**src/rtl/mipi_rx_pkg.sv**
```systemverilog
// Shared types and CSI-2 constants for the MIPI RX link controller.
package mipi_rx_pkg;

   typedef enum logic [2:0] {
      ST_OFF     = 3'd0,
      ST_PWRUP   = 3'd1,
      ST_RSTREL  = 3'd2,
      ST_WAIT_FS = 3'd3,
      ST_SYNC    = 3'd4,
      ST_ACTIVE  = 3'd5,
      ST_FAULT   = 3'd6
   } state_e;

   localparam logic [5:0] DT_FS    = 6'h00;
   localparam logic [5:0] DT_FE    = 6'h01;
   localparam logic [5:0] DT_RAW10 = 6'h2B;

   localparam int unsigned CNT_W   = 16;
   localparam int unsigned REC_W   = 8;
   localparam int unsigned RETRY_W = 8;

endpackage

```
**src/rtl/mipi_rx_hdr_mon.sv**
```systemverilog
// Header checker plus line/frame accounting; only observes traffic while the link is active.
module mipi_rx_hdr_mon
   import mipi_rx_pkg::*;
#(
   parameter logic [5:0]  REF_DT = DT_RAW10,
   parameter logic [15:0] EXP_WC = 16'd1600
) (
   input  logic             clk,
   input  logic             reset_i,
   input  logic             active_i,
   input  logic             clr_i,
   input  logic             sp_en_i,
   input  logic             lp_av_en_i,
   input  logic [5:0]       dt_i,
   input  logic [15:0]      wc_i,
   output logic [CNT_W-1:0] lines_o,
   output logic [CNT_W-1:0] frame_cnt_o,
   output logic             wc_err_o
);

   logic [CNT_W-1:0] line_q, line_d;
   logic [CNT_W-1:0] lines_q, lines_d;
   logic [CNT_W-1:0] frame_q, frame_d;
   logic             err_q, err_d;
   logic             fs, fe;

   always_comb begin
      line_d  = line_q;
      lines_d = lines_q;
      frame_d = frame_q;
      err_d   = err_q;
      fs      = sp_en_i && (dt_i == DT_FS);
      fe      = sp_en_i && (dt_i == DT_FE);
      if (active_i) begin
         // FS restarts the line count; a long packet in the same cycle is its first line
         line_d = (fs ? '0 : line_q) + CNT_W'(lp_av_en_i);
         if (fe) begin
            lines_d = line_q + CNT_W'(lp_av_en_i);
            frame_d = frame_q + CNT_W'(1);
         end
         if (lp_av_en_i && ((dt_i != REF_DT) || (wc_i != EXP_WC))) begin
            err_d = 1'b1;
         end
      end
      if (clr_i) begin
         err_d   = 1'b0;
         frame_d = '0;
      end
   end

   always_ff @(posedge clk) begin
      if (reset_i) begin
         line_q  <= '0;
         lines_q <= '0;
         frame_q <= '0;
         err_q   <= 1'b0;
      end else begin
         line_q  <= line_d;
         lines_q <= lines_d;
         frame_q <= frame_d;
         err_q   <= err_d;
      end
   end

   assign lines_o     = lines_q;
   assign frame_cnt_o = frame_q;
   assign wc_err_o    = err_q;

endmodule

```
**src/rtl/mipi_rx_link_ctrl.sv**
```systemverilog
// D-PHY bring-up, frame-aligned byte-to-pixel release and watchdog recovery for a CSI-2 receiver.
module mipi_rx_link_ctrl
   import mipi_rx_pkg::*;
#(
   parameter int unsigned   PD_CYCLES   = 64,
   parameter int unsigned   RST_CYCLES  = 32,
   parameter int unsigned   TO_W        = 24,
   parameter logic [TO_W-1:0] FS_TIMEOUT  = TO_W'(24'hFF_FFFF),
   parameter logic [TO_W-1:0] WDOG_CYCLES = TO_W'(24'h3F_FFFF),
   parameter int unsigned   MAX_RETRY   = 3,
   parameter logic [5:0]    REF_DT      = DT_RAW10,
   parameter logic [15:0]   EXP_WC      = 16'd1600
) (
   input  logic        clk_byte_i,
   input  logic        reset_i,
   input  logic        enable_i,
   input  logic        sp_en_i,
   input  logic        lp_av_en_i,
   input  logic [5:0]  dt_i,
   input  logic [15:0] wc_i,
   input  logic        clr_i,
   output logic        dphy_pd_o,
   output logic        dphy_reset_n_o,
   output logic        b2p_reset_n_o,
   output logic        link_up_o,
   output logic        fault_o,
   output logic [2:0]  state_o,
   output logic [15:0] frame_cnt_o,
   output logic [15:0] lines_o,
   output logic        wc_err_o,
   output logic [7:0]  recover_cnt_o
);

   state_e             state_q, state_d;
   logic [TO_W-1:0]    cnt_q, cnt_d;
   logic [RETRY_W-1:0] retry_q, retry_d;
   logic [REC_W-1:0]   recover_q, recover_d;
   logic               pd_q, pd_d;
   logic               rstn_q, rstn_d;
   logic               active_q, active_d;
   logic               fault_q, fault_d;
   logic               hdr, fs_seen, fe_seen, wdog_exp, pd_first;

   always_comb begin
      state_d   = state_q;
      retry_d   = retry_q;
      recover_d = recover_q;
      pd_first  = 1'b0;
      wdog_exp  = 1'b0;
      hdr       = sp_en_i | lp_av_en_i;
      fs_seen   = sp_en_i && (dt_i == DT_FS);
      fe_seen   = sp_en_i && (dt_i == DT_FE);

      if (!enable_i) begin
         state_d = ST_OFF;
         retry_d = '0;
      end else begin
         unique case (state_q)
            ST_OFF: begin
               retry_d = '0;
               state_d = ST_PWRUP;
            end
            ST_PWRUP:  if (cnt_q == TO_W'(PD_CYCLES - 1))  state_d = ST_RSTREL;
            ST_RSTREL: if (cnt_q == TO_W'(RST_CYCLES - 1)) state_d = ST_WAIT_FS;
            ST_WAIT_FS: begin
               if (fs_seen) begin
                  state_d = ST_SYNC;
               end else if (cnt_q == FS_TIMEOUT - TO_W'(1)) begin
                  if (retry_q < RETRY_W'(MAX_RETRY)) begin
                     retry_d  = retry_q + RETRY_W'(1);
                     state_d  = ST_PWRUP;
                     pd_first = 1'b1;
                  end else begin
                     state_d = ST_FAULT;
                  end
               end
            end
            ST_SYNC: begin
               if (fe_seen) begin
                  retry_d = '0;
                  state_d = ST_ACTIVE;
               end else if (!hdr && cnt_q == WDOG_CYCLES) begin
                  wdog_exp = 1'b1;
               end
            end
            ST_ACTIVE: if (!hdr && cnt_q == WDOG_CYCLES) wdog_exp = 1'b1;
            ST_FAULT:  if (clr_i) state_d = ST_OFF;
            default:   state_d = ST_OFF;
         endcase
      end

      if (wdog_exp) begin
         state_d = ST_PWRUP;
         retry_d = '0;
         if (recover_q != '1) recover_d = recover_q + REC_W'(1);
      end
      if (clr_i) recover_d = '0;

      // One counter serves dwell, FS timeout and watchdog; it restarts on every state entry
      if (state_d != state_q || state_q == ST_OFF || state_q == ST_FAULT) begin
         cnt_d = '0;
      end else if ((state_q == ST_SYNC || state_q == ST_ACTIVE) && hdr) begin
         cnt_d = '0;
      end else begin
         cnt_d = cnt_q + TO_W'(1);
      end

      pd_d     = (state_d == ST_OFF) || (state_d == ST_FAULT) || pd_first;
      rstn_d   = (state_d == ST_RSTREL) || (state_d == ST_WAIT_FS) ||
                 (state_d == ST_SYNC)   || (state_d == ST_ACTIVE);
      active_d = (state_d == ST_ACTIVE);
      fault_d  = (state_d == ST_FAULT);
   end

   always_ff @(posedge clk_byte_i) begin
      if (reset_i) begin
         state_q   <= ST_OFF;
         cnt_q     <= '0;
         retry_q   <= '0;
         recover_q <= '0;
         pd_q      <= 1'b1;
         rstn_q    <= 1'b0;
         active_q  <= 1'b0;
         fault_q   <= 1'b0;
      end else begin
         state_q   <= state_d;
         cnt_q     <= cnt_d;
         retry_q   <= retry_d;
         recover_q <= recover_d;
         pd_q      <= pd_d;
         rstn_q    <= rstn_d;
         active_q  <= active_d;
         fault_q   <= fault_d;
      end
   end

   mipi_rx_hdr_mon #(
      .REF_DT (REF_DT),
      .EXP_WC (EXP_WC)
   ) u_hdr_mon (
      .clk         (clk_byte_i),
      .reset_i     (reset_i),
      .active_i    (active_q),
      .clr_i       (clr_i),
      .sp_en_i     (sp_en_i),
      .lp_av_en_i  (lp_av_en_i),
      .dt_i        (dt_i),
      .wc_i        (wc_i),
      .lines_o     (lines_o),
      .frame_cnt_o (frame_cnt_o),
      .wc_err_o    (wc_err_o)
   );

   assign dphy_pd_o      = pd_q;
   assign dphy_reset_n_o = rstn_q;
   assign b2p_reset_n_o  = active_q;
   assign link_up_o      = active_q;
   assign fault_o        = fault_q;
   assign state_o        = 3'(state_q);
   assign recover_cnt_o  = recover_q;

endmodule

```
**config.mk**
```make
export PLATFORM = sky130hd
export DESIGN_NAME = mipi_rx_link_ctrl
export DESIGN_NICKNAME = d
export VERILOG_FILES = /design/src/rtl/mipi_rx_pkg.sv /design/src/rtl/mipi_rx_hdr_mon.sv /design/src/rtl/mipi_rx_link_ctrl.sv
export SDC_FILE = /design/constraint.sdc
export NUM_CORES = 1
export LEC_CHECK = 0
export CAP_MARGIN = 10
export CORE_AREA = 2 2 118 92
export CTS_CLUSTER_SIZE = 30
export DETAILED_ROUTE_END_ITERATION = 6
export DIE_AREA = 0 0 120 94
export HOLD_SLACK_MARGIN = 0.1
export PLACE_DENSITY = 0.81
export SYNTH_ARGS = -nofsm -noshare
export SYNTH_HDL_FRONTEND = slang
export SYNTH_SLANG_ARGS = --single-unit
```
**constraint.sdc**
```tcl
create_clock -name clk_byte_i -period 3.4 [get_ports clk_byte_i]
set_input_delay 0.68 -clock clk_byte_i [delete_from_list [all_inputs] [get_ports clk_byte_i]]
set_output_delay 0.68 -clock clk_byte_i [all_outputs]
set_load 0.005 [all_outputs]
```
==> impl_results.html <==
<table>
<tr><th>Metric</th><th>Value</th></tr>
<tr><th colspan="2">CTS</th></tr>
<tr><td>TritonCTS clock tree</td><td>built</td></tr>
<tr><td>Maximum root-to-sink buffer count</td><td>2</td></tr>
<tr><td>Number of buffers added by the clock tree synthesis step</td><td>9</td></tr>
<tr><td>Clock Sink Count</td><td>96</td></tr>
<tr><td>Latest clock arrival within the worst-skew pair</td><td>0.34 ns</td></tr>
<tr><td>H-tree level count</td><td>3</td></tr>
<tr><td>Post-CTS Hold Fix Bufs</td><td>0</td></tr>
<tr><td>Resize count post-CTS</td><td>0</td></tr>
<tr><td>CTS Root Cell</td><td>clkbuf_16</td></tr>
<tr><td>Post-CTS repair timing setup buffer count</td><td>0</td></tr>
<tr><td>Clock-pin slew reported for the worst setup and hold paths after clock tree synthesis</td><td>0.07 ns</td></tr>
<tr><th colspan="2">Synthesis</th></tr>
<tr><td>Post-synth top flop</td><td>dfxtp_1</td></tr>
<tr><td>Mean cell area of the mapped netlist</td><td>8.53 um^2</td></tr>
<tr><td>Post-synthesis cell type count</td><td>52</td></tr>
<tr><td>Share of synthesized area occupied by flip-flops and latches</td><td>38.8%</td></tr>
<tr><td>Number of nets in the synthesized netlist</td><td>618</td></tr>
<tr><td>Share of the synthesized area in the top cell type</td><td>38.8%</td></tr>
<tr><td>Gate count after technology mapping</td><td>581</td></tr>
<tr><td>Flip-flop and latch count after synthesis</td><td>96</td></tr>
<tr><td>Netlist area before placement</td><td>0.00496 mm^2</td></tr>
<tr><td>Proportion of register bits with asynchronous set or reset after synthesis</td><td>0%</td></tr>
<tr><td>Number of enable-type register cells in the synthesized netlist</td><td>0</td></tr>
<tr><td>Leading cell types by total area after synthesis</td><td>dfxtp_1 39%, xor2_1 6.2%, nor2_1 5.8%</td></tr>
<tr><td>Cell type with the largest total area after synthesis</td><td>dfxtp_1</td></tr>
<tr><td>Yosys Warn Count</td><td>0</td></tr>
<tr><th colspan="2">STA</th></tr>
<tr><td>Final TNS setup</td><td>0 ns</td></tr>
<tr><td>RSZ-0062 raised after global routing</td><td>false</td></tr>
<tr><td>Final setup margin</td><td>0.443 ns</td></tr>
<tr><td>Final setup violation count</td><td>0</td></tr>
<tr><td>Max-Slew Margin vs Limit</td><td>42.1%</td></tr>
<tr><td>Final Max Tran Viols</td><td>0</td></tr>
<tr><td>Worst clock skew</td><td>0.00515 ns</td></tr>
<tr><td>Final Hold Vio Count</td><td>0</td></tr>
<tr><td>Achievable Freq</td><td>338 MHz</td></tr>
<tr><td>Worst-case hold slack</td><td>0.498 ns</td></tr>
<tr><td>Final period util</td><td>87.0%</td></tr>
<tr><td>Time the final worst path needs with I/O delays and setup</td><td>2.96 ns</td></tr>
<tr><td>Worst-Margin Slew</td><td>0.860 ns</td></tr>
<tr><th colspan="2">Finish</th></tr>
<tr><td>Number of diodes</td><td>0</td></tr>
<tr><td>Ratio of cells with drive above 1 in the final layout</td><td>9.98%</td></tr>
<tr><td>Non-filler cells, final</td><td>797</td></tr>
<tr><td>Post-synthesis to final-layout area growth</td><td>25.4%</td></tr>
<tr><td>Final #Nets</td><td>693</td></tr>
<tr><th colspan="2">Route</th></tr>
<tr><td>Iteration-0 DRC Markers</td><td>419</td></tr>
<tr><td>Via count</td><td>4,527</td></tr>
<tr><td>DRT Pass-1 Iters</td><td>5</td></tr>
<tr><td>Final routed wire length divided by cell count</td><td>15.6 um</td></tr>
<tr><td>Via-per-instance ratio</td><td>5.68</td></tr>
<tr><td>Post-route DRC</td><td>0</td></tr>
<tr><td>Total Routed Length</td><td>12,400 um</td></tr>
<tr><td>Final antenna-violating net count</td><td>0</td></tr>
<tr><th colspan="2">Floorplan</th></tr>
<tr><td>Number of placement rows</td><td>32</td></tr>
<tr><td>Starting utilization of the core area</td><td>49.3%</td></tr>
<tr><td>Chip Height</td><td>94 um</td></tr>
<tr><td>Die X</td><td>120 um</td></tr>
<tr><td>Floorplan Core Area</td><td>0.0100 mm^2</td></tr>
<tr><td>Num ports</td><td>77</td></tr>
<tr><td>Total die area</td><td>0.0113 mm^2</td></tr>
<tr><th colspan="2">Critical path</th></tr>
<tr><td>Highest cell delay on the worst timing path</td><td>0.47 ns</td></tr>
<tr><td>Chain of cells forming the critical path</td><td>clkdlybuf4s50_1 -&gt; nor4b_2 -&gt; buf_4 -&gt; and2_0 -&gt; nor3_1 -&gt; and3_1 -&gt; nor3_1 -&gt; xnor2_2 -&gt; buf_12 -&gt; nor3_1</td></tr>
<tr><td>Cell depth of the worst setup path</td><td>10</td></tr>
<tr><td>Start-to-end type of the worst setup path</td><td>primary input to flop</td></tr>
<tr><td>Critical Path Slowest Stage Cell</td><td>nor3_1</td></tr>
<tr><td>Highest net fanout along the worst path</td><td>24</td></tr>
<tr><td>R2R cell count</td><td>7</td></tr>
<tr><td>Reg-to-reg slack, setup</td><td>0.59 ns</td></tr>
<tr><td>Number of buffers and inverters on the critical path</td><td>3</td></tr>
<tr><td>Critical path data arrival time</td><td>3.18 ns</td></tr>
<tr><td>Critical path endpoint category</td><td>flop</td></tr>
<tr><td>Worst endpoint required time</td><td>3.63 ns</td></tr>
<tr><td>Launching point of the worst reg2reg path</td><td>cnt_q[6]$_SDFF_PP0_</td></tr>
<tr><td>Endpoint of the worst-slack reg-to-reg timing path</td><td>cnt_q[2]$_SDFF_PP0_</td></tr>
<tr><td>CP top delay family</td><td>simple AND/OR/NAND/NOR gates</td></tr>
<tr><td>Sort of element at the start of the critical path</td><td>primary input</td></tr>
<tr><td>Crit-path most repeated cell</td><td>nor3_1</td></tr>
<tr><th colspan="2">Run status</th></tr>
<tr><td>Run status</td><td>completed</td></tr>
<tr><th colspan="2">Hold path</th></tr>
<tr><td>Start point of the worst min-delay path</td><td>u_hdr_mon.lines_o[4]$_SDFFE_PP0P_</td></tr>
<tr><td>Cell depth of the worst hold path</td><td>2</td></tr>
<tr><td>Class of the tightest hold or removal check</td><td>flop to flop</td></tr>
<tr><td>Sink of the worst hold path</td><td>u_hdr_mon.lines_o[4]$_SDFFE_PP0P_</td></tr>
<tr><th colspan="2">Place</th></tr>
<tr><td>Half-perimeter wire length after detailed placement</td><td>8970 um</td></tr>
<tr><td>Post-placement worst setup slack</td><td>0.0988 ns</td></tr>
<tr><td># port buffers</td><td>76</td></tr>
<tr><td>Cell total after placement</td><td>781</td></tr>
<tr><td>Last weighted congestion value of the routability-driven placer</td><td>0.920</td></tr>
<tr><th colspan="2">Global route</th></tr>
<tr><td>Initial antenna violation count</td><td>0</td></tr>
<tr><td>Sum of overflow across all layers after global routing</td><td>0</td></tr>
<tr><td>Via count of the first global-routing pass</td><td>4,268</td></tr>
<tr><td>Total routing usage reported by global routing</td><td>22.2%</td></tr>
<tr><td>Maximum number of pins on one net before global-route repair</td><td>42</td></tr>
<tr><td>Global-route wire length before repair</td><td>20,400 um</td></tr>
<tr><th colspan="2">Power and ir drop</th></tr>
<tr><td>Power per cell area</td><td>357 mW/mm^2</td></tr>
<tr><td>Reported leakage power</td><td>2.07 nW</td></tr>
<tr><td>VDD IR max</td><td>0.000237 V</td></tr>
<tr><th colspan="2">Run</th></tr>
<tr><td>Max-cap check violation count</td><td>0</td></tr>
</table>
[per-stage QoR]
| step | total power, mW | cell area [um^2] | util (%) |
|---|---|---|---|
| after global routing | 2.29 | 6220 | 61.9 |
| after detailed placement | 1.27 | 5930 | 59.0 |
| after global placement | 1.27 | 5930 | 59.0 |
| after floorplan | 1.20 | 4960 | - |
| after CTS | 2.24 | 6220 | 61.9 |
| final | 2.22 | 6220 | 61.9 |
[placed cells by master (no fill, tap or decap), drive strengths merged, types with 3 or more instances in the layout]
master / n
a211o: 3
a211oi: 12
a21oi: 14
a31oi: 5
and2: 3
and3: 10
and4: 6
buf: 19
clkbuf: 10
clkdlybuf4s50: 75
dfxtp: 96
ha: 9
inv: 13
mux2i: 8
nand2: 50
nand2b: 4
nand3: 25
nand4: 26
nor2: 77
nor3: 35
nor4: 13
nor4b: 4
o21a: 3
o21ai: 11
or3: 35
or4: 5
xnor2: 29
xor2: 35
[worst reg2reg max path, delay by kind of cell, from the launching register on]
kind | cells | cell delay (ns)
DFF | 1 | 0.47
buffers and inverters | 1 | 0.23
muxes | 1 | 0.30
and+or+nand+nor | 4 | 1.42
AOI/OAI and AO/OA | 1 | 0.28
[kinds of logic (layout without fill, tap and decap cells)]
family                   after synthesis  count (layout)  synth area share, %
multiplexers                           9               9                 1.92
flip-flops                            96              96                 38.8
XOR/XNOR                              64              64                 11.3
adder cells (fa/ha/maj)                9               9                 2.27
AO/OA/AOI/OAI                         60              60                 8.41
AND/OR/NAND/NOR                      303             303                 33.9
buffers and inverters                 40             120                 3.46
[final cells by class]
type	count	area [um^2]
sequential	96	1920
clock buffer	10	239
inverter	10	37.5
multi-input combinational	445	2870
fill	847	3830
timing repair buffer	94	928
tap	136	170
clock inverter	6	50.0
[worst max-delay path by stage]
stage	startpoint	to
after floorplan	dt_i[1]	cnt_q[10]$_SDFF_PP0_
after global placement	dt_i[1]	cnt_q[2]$_SDFF_PP0_
after detailed placement	dt_i[1]	cnt_q[2]$_SDFF_PP0_
after CTS	dt_i[1]	cnt_q[2]$_SDFF_PP0_
after global routing	dt_i[1]	cnt_q[3]$_SDFF_PP0_
final	dt_i[1]	cnt_q[2]$_SDFF_PP0_
[flip-flops by register name, summed over array words and instances (netlist names)]
signal	flops
u_hdr_mon.wc_err_o	1
recover_cnt_o	8
cnt_q	24
u_hdr_mon.lines_o	16
dphy_pd_o	1
fault_o	1
state_o	3
dphy_reset_n_o	1
retry_q	8
u_hdr_mon.frame_cnt_o	16
b2p_reset_n_o	1
u_hdr_mon.line_q	16
[per-layer routing]
metal	GRT usage [%]	vias up	share of wire, %
li1	-	2220	-
met1	29.9	2148	46
met2	36.6	143	48
met3	3.94	16	4.7
met4	6.57	0	1.5
met5	0	-	0
[power by group]
group	leakage, nW	switching, mW	internal (mW)
combinational	1.16	0.0615	0.0543
sequential	0.773	0.00373	1.13
clock	0.136	0.451	0.525
total	2.07	0.516	1.71
[cells in the mapped netlist, types with 2 or more instances]
library cell	instances
and3_1	10
or4_1	4
mux2i_1	7
nor3b_1	2
and4_1	6
xor2_1	35
or3_1	35
a21oi_1	13
a31oi_1	5
nand3_1	25
o21ai_0	11
nor4b_1	3
nor3_1	14
nor3_2	21
nand4_1	25
clkbuf_1	24
o21a_1	3
a311oi_1	2
o211ai_1	2
buf_6	2
or2_2	2
nand2_1	50
nor2_1	77
a211oi_1	12
a21o_1	2
nand3b_1	2
nand2b_1	4
nor4_1	13
xnor2_1	29
a41oi_1	2
buf_2	2
a211o_1	3
ha_1	9
dfxtp_1	96
nor4bb_1	2
and2_1	2
inv_1	10
Note: power is estimated with default switching activity, not from simulation.
